File: config.mk
export PLATFORM = sky130hd
export DESIGN_NAME = rom_word_fetch
export DESIGN_NICKNAME = d
export VERILOG_FILES = /design/src/rtl/rom_word_fetch.sv
export SDC_FILE = /design/constraint.sdc
export NUM_CORES = 1
export LEC_CHECK = 0
export ABC_AREA = 1
export CORE_ASPECT_RATIO = 1.25
export CORE_MARGIN = 2
export CORE_UTILIZATION = 30
export DETAILED_ROUTE_END_ITERATION = 10
export PLACE_DENSITY_LB_ADDON = 0.25
export SYNTH_ARGS = -nofsm -noshare
export SYNTH_HDL_FRONTEND = slang
export SYNTH_SLANG_ARGS = --single-unit
File: constraint.sdc
create_clock -name clk -period 3.3 [get_ports clk]
set_clock_uncertainty 0.2 [all_clocks]
set_input_delay 0.66 -clock clk [delete_from_list [all_inputs] [get_ports clk]]
set_output_delay 0.66 -clock clk [all_outputs]
set_load 0.01 [all_outputs]
File: src/rtl/rom_word_fetch.sv
// Fetches bursts of 32-bit words from a 1K x 16 synchronous ROM by reading two
// consecutive halfwords per word, then offers each word on a valid/ready port.
module rom_word_fetch (
  input  logic        clk,
  input  logic        resetn,
  output logic [9:0]  rom_addr,
  input  logic [15:0] rom_dout,
  input  logic        start,
  input  logic [9:0]  start_addr,
  input  logic [7:0]  start_len,
  input  logic        abort,
  output logic        word_valid,
  input  logic        word_ready,
  output logic [31:0] word_data,
  output logic [9:0]  word_addr,
  output logic        busy,
  output logic        done
);

  typedef enum logic [2:0] {IDLE, ISSUE_LO, ISSUE_HI, CAPTURE_HI, OUT} state_t;

  state_t      state, state_nxt;
  logic [9:0]  ptr;
  logic [8:0]  remaining;
  logic [15:0] lo;

  // State register
  always_ff @(posedge clk or negedge resetn) begin
    if (!resetn) state <= IDLE;
    else         state <= state_nxt;
  end

  // Next-state logic; abort overrides every transition
  always_comb begin
    state_nxt = state;
    case (state)
      IDLE:       if (start) state_nxt = ISSUE_LO;
      ISSUE_LO:   state_nxt = ISSUE_HI;
      ISSUE_HI:   state_nxt = CAPTURE_HI;
      CAPTURE_HI: state_nxt = OUT;
      OUT:        if (word_valid && word_ready)
                    state_nxt = (remaining > 9'd1) ? ISSUE_LO : IDLE;
      default:    state_nxt = IDLE;
    endcase
    if (abort) state_nxt = IDLE;
  end

  // Pointer, word assembly and handshake registers; the ROM answers one cycle after ptr
  always_ff @(posedge clk or negedge resetn) begin
    if (!resetn) begin
      ptr        <= 10'd0;
      remaining  <= 9'd0;
      lo         <= 16'd0;
      word_valid <= 1'b0;
      word_data  <= 32'd0;
      word_addr  <= 10'd0;
      done       <= 1'b0;
    end else begin
      done <= 1'b0;
      if (abort && state != IDLE) begin
        word_valid <= 1'b0;
      end else begin
        case (state)
          IDLE: if (start && !abort) begin
            ptr       <= start_addr;
            remaining <= (start_len == 8'd0) ? 9'd256 : {1'b0, start_len};
          end
          ISSUE_LO: ptr <= ptr + 10'd1;
          ISSUE_HI: begin
            lo  <= rom_dout;
            ptr <= ptr + 10'd1;
          end
          CAPTURE_HI: begin
            word_data  <= {rom_dout, lo};
            word_addr  <= ptr - 10'd2;
            word_valid <= 1'b1;
          end
          OUT: if (word_valid && word_ready) begin
            word_valid <= 1'b0;
            remaining  <= remaining - 9'd1;
            if (remaining <= 9'd1) done <= 1'b1;
          end
          default: ;
        endcase
      end
    end
  end

  // Moore outputs
  always_comb begin
    busy     = (state != IDLE);
    rom_addr = ptr;
  end

endmodule

# ---- Yosys cells after proc, flatten, opt, wreduce, memory -nomap -nowiden
# Index checks and enable logic that the tools add are counted.
dict set report word_totals {
  wordCells 58
  out_inout_bits 55
  inputBits 39
  reg_bits 82
}
dict set report op_classes {
  n_addsub 3
  n_reduce_logical 17
  n_lt_le_gt_ge 2
  n_eq_ne 9
  n_mux 18
  n_bitwise 1
}
# cell n
set op_table {}
lappend op_table {{$mux 9} 3}
lappend op_table {{$pmux 10 s2} 1}
lappend op_table {{$pmux 9 s2} 1}
lappend op_table {{$pmux 3 s5} 1}
lappend op_table {{$add 10x1->10 const B} 1}
lappend op_table {{$mux 10} 1}
lappend op_table {{$sub 10x2->10 const B} 1}
lappend op_table {{$gt 9x1->1 const B} 1}
lappend op_table {{$le 9x1->1 const B} 1}
lappend op_table {{$mux 3} 3}
lappend op_table {{$ne 3x3->1 const B} 3}
lappend op_table {{$sub 9x1->9 const B} 1}
lappend op_table {{$logic_not 8->1} 1}
lappend op_table {{$reduce_and 2->1} 4}
lappend op_table {{$mux 1} 7}
lappend op_table {{$eq 3x2->1 const B} 2}
lappend op_table {{$reduce_bool 3->1} 2}
lappend op_table {{$ne 2x2->1 const B} 2}
lappend op_table {{$reduce_and 4->1} 1}
lappend op_table {{$reduce_bool 2->1} 2}
lappend op_table {{$eq 3x1->1 const B} 1}
lappend op_table {{$eq 3x3->1 const B} 1}
lappend op_table {{$logic_and 1x1->1} 3}
lappend op_table {{$logic_not 3->1} 1}
lappend op_table {{other kinds (5)} 5}

# ---- Depth between registers and ports, before layout
# Gate-level depths: netlist of the first run.
dict set report depth {
  ltp_word 5
  ltp_mapped 9
}

# ---- Worst setup path after synthesis of the first run
# OpenSTA, ideal clock, no wires.
dict set report synth_timing {
  path_type {input to register}
  startpoint {input port word_ready}
  endpoint {register remaining[6]}
  required_time_ns 2.984
  n_path_buf 0
  setup_slack_ns 1.637
  t_arrival_ns 1.346
  path_stages 7
  path_cell_list {nand2_1 > a21oi_1 > nand3_4 > inv_2 > nand2_1 > nand2_1 > nand2_1}
}
dict set report synth_between {
  elab_chain_cells 3
}
# element line_no
set synth_rtl {}
lappend synth_rtl {{from (decl)} 13} ;# input logic word_ready,
lappend synth_rtl {{$logic_and 1x1->1} 78} ;# OUT: if (word_valid && word_ready) begin
lappend synth_rtl {{$ne 2x2->1 (no source line)} -}
lappend synth_rtl {{$reduce_and 4->1 (no source line)} -}
lappend synth_rtl {{to (signal assigned)} 66} ;# remaining <= (start_len == 8'd0) ? 9'd256 : {1'b0, start_len};
lappend synth_rtl {{to (signal assigned)} 80} ;# remaining <= remaining - 9'd1;
lappend synth_rtl {{to (decl)} 24} ;# logic [8:0] remaining;
# Every way passes these cells.
# A chain may end at the register's enable or synchronous reset.

# ---- Worst setup path in the final report of the first run
dict set report layout_timing {
  startpoint {register state[0]}
  endpoint {output port busy}
}
dict set report layout_between {
  elab_chain_cells 1
}
# element line_no
set layout_rtl {}
lappend layout_rtl {{from (decl)} 22} ;# state_t state, state_nxt;
lappend layout_rtl {{from (signal assigned)} 30} ;# else state <= state_nxt;
lappend layout_rtl {{$reduce_bool 3->1} 91} ;# busy = (state != IDLE);
lappend layout_rtl {{to (decl)} 16} ;# output logic busy,
# Every way passes these cells.

==> flow_summary.json, run 1 <==
{
  "status": "finished clean",
  "vias_per_cell": 4.48,
  "tns_ns": 0,
  "initial_core_util_pct": 30.8,
  "clockPowerShare_pct": 21.7,
  "cts_resized": 0,
  "slew_headroom_pct": 27.9,
  "rsz0062_at_grt": "no",
  "fp-row-count": 46,
  "ir_worst_vdd_mv": 0.368,
  "syn_area_um2": 3940,
  "dieArea_um2": 14100,
  "ys_ff_latch": 82,
  "drc": 0,
  "finalHoldViolations": 0,
  "gp_congestion": 0.863,
  "area_growth_syn_to_layout_pct": 35.5,
  "coreArea_um2": 12800,
  "track_usage_pct": 14.1,
  "slew_violations": 0,
  "worstPathRequired_ns": 2.44,
  "port_buffers": 93,
  "drt_iter0_markers": 121,
  "clk_pin_slew_ns": 0.06,
  "tightest_slew_ns": 1.08,
  "hold_buffers": 0,
  "overflow": 0,
  "grt_antenna_before_repair": 0,
  "grt_max_degree": 83,
  "syn_inst": 488,
  "comb_power_share_pct": 40.0,
  "cp.arrival_ns": 1.64,
  "die_w_um": 106,
  "numClockSinks": 82,
  "grt_pass1_wl_um": 16100,
  "drt_wl_total_um": 9460,
  "final_cell_mix": "nand2_1 (172), clkdlybuf4s50_1 (92), dfrtp_1 (82), nor2_1 (47), inv_1 (42)",
  "seqPwrFrac_pct": 38.3,
  "layout.nets": 625,
  "setup_viol": 0,
  "powerDensity_nw_per_um2": 898,
  "syn-mean-instance-area_um2": 8.06,
  "p_sw_uw": 1760,
  "p_leak_uw": 0.00259,
  "diodes": 0,
  "startpoint_type": "register",
  "min_period_ns": 2.50,
  "synth_cell_types": 30,
  "final_common_cell": "nand2_1",
  "firstDrtPassIters": 4,
  "finalCritPeriodShare_pct": 75.9,
  "cts_buffers": 9,
  "yosysWarningCount": 0,
  "syn_nets": 532,
  "critPathKind": "register to output port",
  "nFillCells": 1315,
  "hpwlAfterDp_um": 6690,
  "cp_max_fo": 6,
  "post_cts_buffers": 0,
  "fmax_mhz": 399,
  "sw_frac_of_total_pct": 36.8,
  "wire_per_inst_um": 12.5,
  "cts-htree-levels": 3,
  "yosysTopAreaCell": "dfrtp_1",
  "ys_top_cells_by_area": "dfrtp_1 (52%), nand2_1 (16%), nor2_1 (4.5%)",
  "die_y_um": 132,
  "drive_gt1_share_pct": 8.19,
  "synth_top_area_share_pct": 52.1,
  "regArea_um2": 2050,
  "cts_tree": "done",
  "grt_pass1_vias": 3326,
  "intPower_uw": 3030,
  "cap_violations": 0,
  "max-clock-path-buffers": 2,
  "ios": 94,
  "fin_total_pwr_uw": 4790,
  "vias": 3377,
  "postRouteAntennaNets": 0,
  "multi_input_area_um2": 1610,
  "worstSkewPairLatency_ns": 0.33,
  "cp-end-kind": "output port",
  "hp-class": "register to register",
  "root_buffer": "clkbuf_16",
  "synth-seq-area-share_pct": 52.1
}
-- final cells by class --
type / instances / share of cell area [%]
flip-flops and latches: 82 / 38.5
multi-input cells: 343 / 30.3
repair buffers: 96 / 18.1
clock buffers: 9 / 4.22
well taps: 168 / 3.94
inverters: 49 / 3.47
clock inverters: 7 / 1.57
-- power groups by stage --
stage,Clock [uW],Combinational (uW),Sequential [uW]
finish,1040,1920,1840
global route,1110,2170,1920
CTS,1070,1950,1850
detailed placement,0,1940,1850
global placement,0,1900,1850
floorplan,0,922,1920
-- critical path: stages (launching register included) --
cell             delay [ns]
dfrtp_1                0.45
nor2_4                 0.27
nand2_1                0.10
clkdlybuf4s50_1        0.49
-- per-stage QoR --
stage,hold slack (ns),instance area [um2],setup WS [ns],instances,util [%]
4_1_cts,0.274,5330,0.774,754,41.7
6_report,0.271,5330,0.796,754,41.7
2_1_floorplan,0.164,3940,1.64,488,-
3_3_place_gp,0.256,5020,0.924,738,39.3
5_1_grt,0.299,5330,0.714,754,41.7
3_5_place_dp,0.258,5020,0.910,738,39.3
-- synthesized netlist by cell type --
cell	count
nand3_4	2
nor2_4	2
buf_4	1
nand2_1	172
dfrtp_1	82
nor3_1	2
inv_1	42
o21ai_1	24
nand3_1	20
nand4_1	4
nand3b_1	1
xnor2_1	1
nand2_2	4
a31oi_1	2
o21ai_0	30
nor2_2	1
o21ai_2	7
xor2_1	6
buf_2	10
buf_6	2
or2_2	3
a21oi_1	7
o211ai_1	1
clkbuf_1	1
nor2_1	47
nand2_4	1
nand3b_4	1
ha_1	5
clkinv_2	1
inv_2	6
-- sequential cells by signal (all words and copies together) (netlist names) --
signal	flops
word_addr	10
lo	16
remaining	9
state	3
done	1
word_valid	1
word_data	32
rom_addr	10
-- logic make-up (layout without fill, tap and decap cells) --
logic type,count (synthesis),in the layout,share of synthesized area [%]
AO/OA/AOI/OAI,71,71,9.83
XOR/XNOR,7,7,1.56
adder cells (fa/ha/maj),5,5,1.59
buffers and inverters,63,161,6.84
AND/OR/NAND/NOR,260,260,28.0
flip-flops,82,82,52.1
-- metal layers --
metal	vias up	wire (um)	global-route usage (%)
met4	0	121	5.41
met5	-	0	0
met2	63	4690	23.2
li1	1721	-	-
met1	1586	4320	18.3
met3	7	333	2.52
-- final timing paths --
check / cells past startpoint / start / endpoint / slack (ns)
max in group asynchronous: 1 / resetn / word_addr[0]$_DFFE_PN0P_ / 1.87
hold reg to reg: 2 / word_data[11]$_DFFE_PN0P_ / word_data[11]$_DFFE_PN0P_ / 0.27
setup / recovery: 3 / state[0]$_DFFE_PN0P_ / busy / 0.80
setup reg to reg: 6 / state[2]$_DFFE_PN0P_ / rom_addr[5]$_DFFE_PN0P_ / 1.50
min in group asynchronous: 1 / resetn / remaining[2]$_DFFE_PN0P_ / 0.28
hold / removal: 2 / word_data[11]$_DFFE_PN0P_ / word_data[11]$_DFFE_PN0P_ / 0.27
(Power assumes the default switching activity.)
==> run 2, diff against run 1 <==
clock period = 2.2 ns   (was 3.3 ns; I/O delays follow)
==> run 2 against run 1 <==
  * Die area unchanged
  * Global-route usage increased by 0.36 points
  * Largest cell class unchanged
  * Core utilization increased by 0.61 points
  * Register-to-register slack got worse by 1.1 ns
  * Cell area increased by 1.5%
  * Highest routed layer unchanged
  * Sequential power increased by 49%
  * Clock power increased by 54%
  * Critical path depth unchanged
  * First-iteration DRC count increased by 51%
  * Sequential cell count unchanged
  * Worst hold slack about the same
==> flow_summary.json, run 2 (synthesized netlist as in run 1, its figures left out) <==
{
  "initial_core_util_pct": 30.8,
  "top_usage_layer": "met2",
  "fp-row-count": 46,
  "worstSkewPairLatency_ns": 0.33,
  "critPathKind": "register to output port",
  "cap_violations": 0,
  "ios": 94,
  "r2r_slack_ns": 0.36,
  "cp_max_fo": 6,
  "slowest_stage": "clkdlybuf4s50_1",
  "drt_iter0_markers": 183,
  "startpoint_type": "register",
  "finalHoldViolations": 0,
  "vias": 3376,
  "cp-end-kind": "output port",
  "tns_ns": 0,
  "multi_input_area_um2": 1610,
  "finalCritPeriodShare_pct": 96.4,
  "grt_use_met2_pct": 23.9,
  "grt_util_met1_pct": 18.4,
  "dieArea_um2": 14100,
  "rsz0062_at_grt": "no",
  "r2r-end": "rom_addr[5]$_DFFE_PN0P_",
  "regArea_um2": 2050,
  "cts-htree-levels": 3,
  "slowest_delay_ns": 0.47,
  "fin_total_pwr_uw": 7250,
  "final_cell_mix": "nand2_1 (172), clkdlybuf4s50_1 (92), dfrtp_1 (81), nor2_1 (47), inv_1 (42)",
  "fin_util_pct": 42.4,
  "grtUsageMet3_pct": 3.51,
  "cts_buffers": 9,
  "grt_pass1_wl_um": 16400,
  "cp.arrival_ns": 1.48,
  "drive_gt1_share_pct": 8.80,
  "max-clock-path-buffers": 2,
  "grt_pass1_vias": 3399,
  "largest_register_ffs": 32,
  "port_buffers": 93,
  "p_leak_uw": 0.00263,
  "coreArea_um2": 12800,
  "worstPathRequired_ns": 1.56,
  "numClockSinks": 82,
  "die_y_um": 132,
  "critPathCapture": "busy",
  "regMostFlops": "word_data",
  "overflow": 0,
  "drt_wl_total_um": 9580,
  "nFillCells": 1343,
  "clk_pin_slew_ns": 0.06,
  "ir_worst_vdd_mv": 0.512,
  "final_common_cell": "nand2_1",
  "grt_max_degree": 43,
  "die_w_um": 106,
  "wire_per_inst_um": 12.6,
  "gp_congestion": 0.834,
  "tightest_slew_ns": 0.500,
  "slew_violations": 0,
  "setup_viol": 0,
  "drc": 0,
  "track_usage_pct": 14.4,
  "timing.rr.start": "state[1]$_DFFE_PN0P_",
  "ff2ff_path_depth": 6,
  "postRouteAntennaNets": 0,
  "root_buffer": "clkbuf_16",
  "diodes": 0,
  "hp-class": "register to register",
  "top_regs": "word_data x32, lo x16",
  "firstDrtPassIters": 4,
  "min_period_ns": 2.12,
  "hpwlAfterDp_um": 6850,
  "grt_antenna_before_repair": 0,
  "powerDensity_nw_per_um2": 1340,
  "cp-startpoint": "state[1]$_DFFE_PN0P_",
  "status": "finished clean",
  "area_growth_syn_to_layout_pct": 37.5,
  "vias_per_cell": 4.45,
  "crit_chain": "nor2_4, nand2_1, clkdlybuf4s50_1",
  "layout.nets": 630,
  "cts_tree": "done",
  "slew_headroom_pct": 66.7,
  "fmax_mhz": 472
}
[run 2: changes by cell type in the layout (fill, tap and decap cells not counted), moves of 2 or more]
cell      before  now
inv_6          3    0
buf_12         1    3
buf_4          3    5
clkinv_2       1    3
[run 2: critical path, delay by kind of cell (launching register included)]
kind / cells / cell delay [ns]
AND/OR/NAND/NOR: 2 / 0.22
buffers and inverters: 1 / 0.47
flip-flops: 1 / 0.46
[run 2: layer usage]
metal	part of all wire [%]	routed length [um]
met4	0.89	85
met5	0	0
met2	50	4750
met3	3.8	365
met1	46	4380
[run 2: worst min path at each step]
| stage | from | to | slack [ns] | cells after the start |
|---|---|---|---|---|
| final | word_data[12]$_DFFE_PN0P_ | word_data[12]$_DFFE_PN0P_ | 0.27 | 2 |
| after detailed placement | resetn | remaining[6]$_DFFE_PN0P_ | 0.25 | 1 |
| after CTS | lo[7]$_DFFE_PN0P_ | word_data[7]$_DFFE_PN0P_ | 0.27 | 2 |
| after global placement | resetn | remaining[7]$_DFFE_PN0P_ | 0.24 | 1 |
| after global routing | lo[1]$_DFFE_PN0P_ | word_data[1]$_DFFE_PN0P_ | 0.30 | 2 |
| after floorplan | resetn | done$_DFF_PN0_ | -0.06 | 0 |
[run 2: final cells by class]
class	count	area share (%)
Multi-Input combinational cell	343	29.8
Sequential cell	82	37.9
Inverter	49	3.42
Clock buffer	11	4.49
Tap cell	168	3.88
Clock inverter	5	1.43
Timing Repair Buffer	101	19.0
[run 2: where the power goes]
group	leakage, uW	internal, uW	switching [uW]
logic	0.00144	1460	1450
clock network	0.000156	1020	575
registers	0.00103	2200	549
total	0.00263	4680	2570
[run 2: through the flow]
step	cell area (um2)	setup slack, ns	hold slack (ns)	instances
finish	5410	0.0795	0.271	759
global route	5410	0.0180	0.298	759
CTS	5410	0.0481	0.273	759
detailed placement	5070	0.0680	0.248	741
global placement	5070	0.134	0.238	741
floorplan	3940	0.624	-0.0556	488
[run 2: repair_timing]
action	CTS	global route
pin swaps	1	0
setup buffers	1	0
setup endpoints to repair	1	1
resized for setup	0	1
endpoints found under the hold margin	33	0
hold buffers	1	0
==> run 3, diff against run 2 <==
MAX_ROUTING_LAYER = met4   (was default)
SKIP_CTS_REPAIR_TIMING = 1   (was default)
==> run 3 against run 2 <==
  * Routed wire length is 0.41% higher
  * Sequential power hardly changed
  * Core utilization is 0.059 points higher
  * Worst hold slack hardly changed
  * Critical path type unchanged
  * Largest cell class unchanged
  * Highest routed layer unchanged
==> flow_summary.json, run 3 (synthesized netlist as in run 1, its figures left out) <==
{
  "overflow": 0,
  "area_growth_syn_to_layout_pct": 37.7,
  "drt_wl_total_um": 9620,
  "port_buffers": 93,
  "vias_per_cell": 4.47,
  "fin_total_pwr_uw": 7270,
  "slew_headroom_pct": 66.7,
  "grt_antenna_before_repair": 0,
  "finalHoldViolations": 0,
  "grt_max_degree": 43,
  "dp_slack_ns": 0.0680,
  "worstSkewPairLatency_ns": 0.33,
  "setup_viol": 0,
  "cp.arrival_ns": 1.50,
  "root_buffer": "clkbuf_16",
  "nFillCells": 1341,
  "drt_iter0_markers": 164,
  "die_y_um": 132,
  "cts_tree": "done",
  "grt_pass1_wl_um": 16400,
  "regMostFlops": "word_data",
  "p_leak_uw": 0.00263,
  "numClockSinks": 82,
  "fp-row-count": 46,
  "drive_gt1_share_pct": 8.95,
  "diodes": 0,
  "critPathKind": "register to output port",
  "fmax_mhz": 468,
  "final_cell_mix": "nand2_1 (172), clkdlybuf4s50_1 (92), dfrtp_1 (81), nor2_1 (47), inv_1 (42)",
  "wire_per_inst_um": 12.7,
  "cp-end-kind": "output port",
  "hpwlAfterDp_um": 6850,
  "slowest_delay_ns": 0.48,
  "holdWs_ns": 0.271,
  "firstDrtPassIters": 4,
  "fin_ws_ns": 0.0620,
  "max-clock-path-buffers": 2,
  "top_regs": "word_data x32, lo x16",
  "finalCritPeriodShare_pct": 97.2,
  "min_period_ns": 2.14,
  "cts-htree-levels": 3,
  "coreArea_um2": 12800,
  "slowest_stage": "clkdlybuf4s50_1",
  "ios": 94,
  "dieArea_um2": 14100,
  "status": "finished clean",
  "fin_util_pct": 42.4,
  "worstPathRequired_ns": 1.56,
  "gp_congestion": 0.846,
  "startpoint_type": "register",
  "vias": 3398,
  "die_w_um": 106,
  "cap_violations": 0,
  "largest_register_ffs": 32,
  "clk_pin_slew_ns": 0.06,
  "drc": 0,
  "ir_worst_vdd_mv": 0.508,
  "grt_pass1_vias": 3382,
  "final_common_cell": "nand2_1",
  "crit_chain": "nor2_4, nand2_1, clkdlybuf4s50_1",
  "track_usage_pct": 14.8,
  "initial_core_util_pct": 30.8,
  "hp-class": "register to register",
  "layout.nets": 631,
  "slew_violations": 0,
  "cp_max_fo": 6,
  "postRouteAntennaNets": 0,
  "tightest_slew_ns": 0.500,
  "powerDensity_nw_per_um2": 1340,
  "cts_buffers": 9
}
[run 3: cell count changes in the layout (fill, tap and decap cells not counted)]
| cell | change |
|---|---|
| buf_4 | +1 |
[run 3: power breakdown]
group / switching, uW / leakage, uW / total, uW / internal, uW
logic: 1450 / 0.00144 / 2920 / 1470
clock network: 579 / 0.000156 / 1600 / 1020
registers: 548 / 0.00103 / 2750 / 2200
total: 2580 / 0.00263 / 7270 / 4690
[run 3: metal layers]
metal  wire length [um]  global-route usage, %
met5                  0                      -
met3                431                   3.41
met4                141                   4.98
met1               4330                   18.3
met2               4710                   23.8
[run 3: path summary, 6_finish.rpt]
kind                                                start                        end  slack (ns)  cells past startpoint
worst min register to register  word_data[12]$_DFFE_PN0P_  word_data[12]$_DFFE_PN0P_        0.27                      2
worst min-delay path            word_data[12]$_DFFE_PN0P_  word_data[12]$_DFFE_PN0P_        0.27                      2
max in group asynchronous                          resetn          lo[6]$_DFFE_PN0P_        0.79                      3
worst max-delay path                 state[1]$_DFFE_PN0P_                       busy        0.06                      3
worst max register to register       state[1]$_DFFE_PN0P_    rom_addr[5]$_DFFE_PN0P_        0.38                      6
min in group asynchronous                          resetn   remaining[0]$_DFFE_PN0P_        0.42                      2
[run 3: area by class of cell]
cell class              count  area [um2]  share of cell area [%]
multi-input cells         343        1610                    29.8
inverters                  49         185                    3.42
well taps                 168         210                    3.88
clock inverters             5        77.6                    1.43
flip-flops and latches     82        2050                    37.9
clock buffers              11         243                    4.48
repair buffers            102        1040                    19.1
[run 3: critical path, delay by kind of cell, from the launching register on]
family,cells,cell delay [ns]
flops,1,0.46
buf+inv,1,0.48
simple gates,2,0.23
[run 3: through the flow]
step / cells / TNS (ns) / cell area (um2)
2_1_floorplan: 488 / 0 / 3940
3_3_place_gp: 741 / 0 / 5070
3_5_place_dp: 741 / 0 / 5070
4_1_cts: 757 / -0.102 / 5390
5_1_grt: 760 / -0.000735 / 5420
6_report: 760 / 0 / 5420
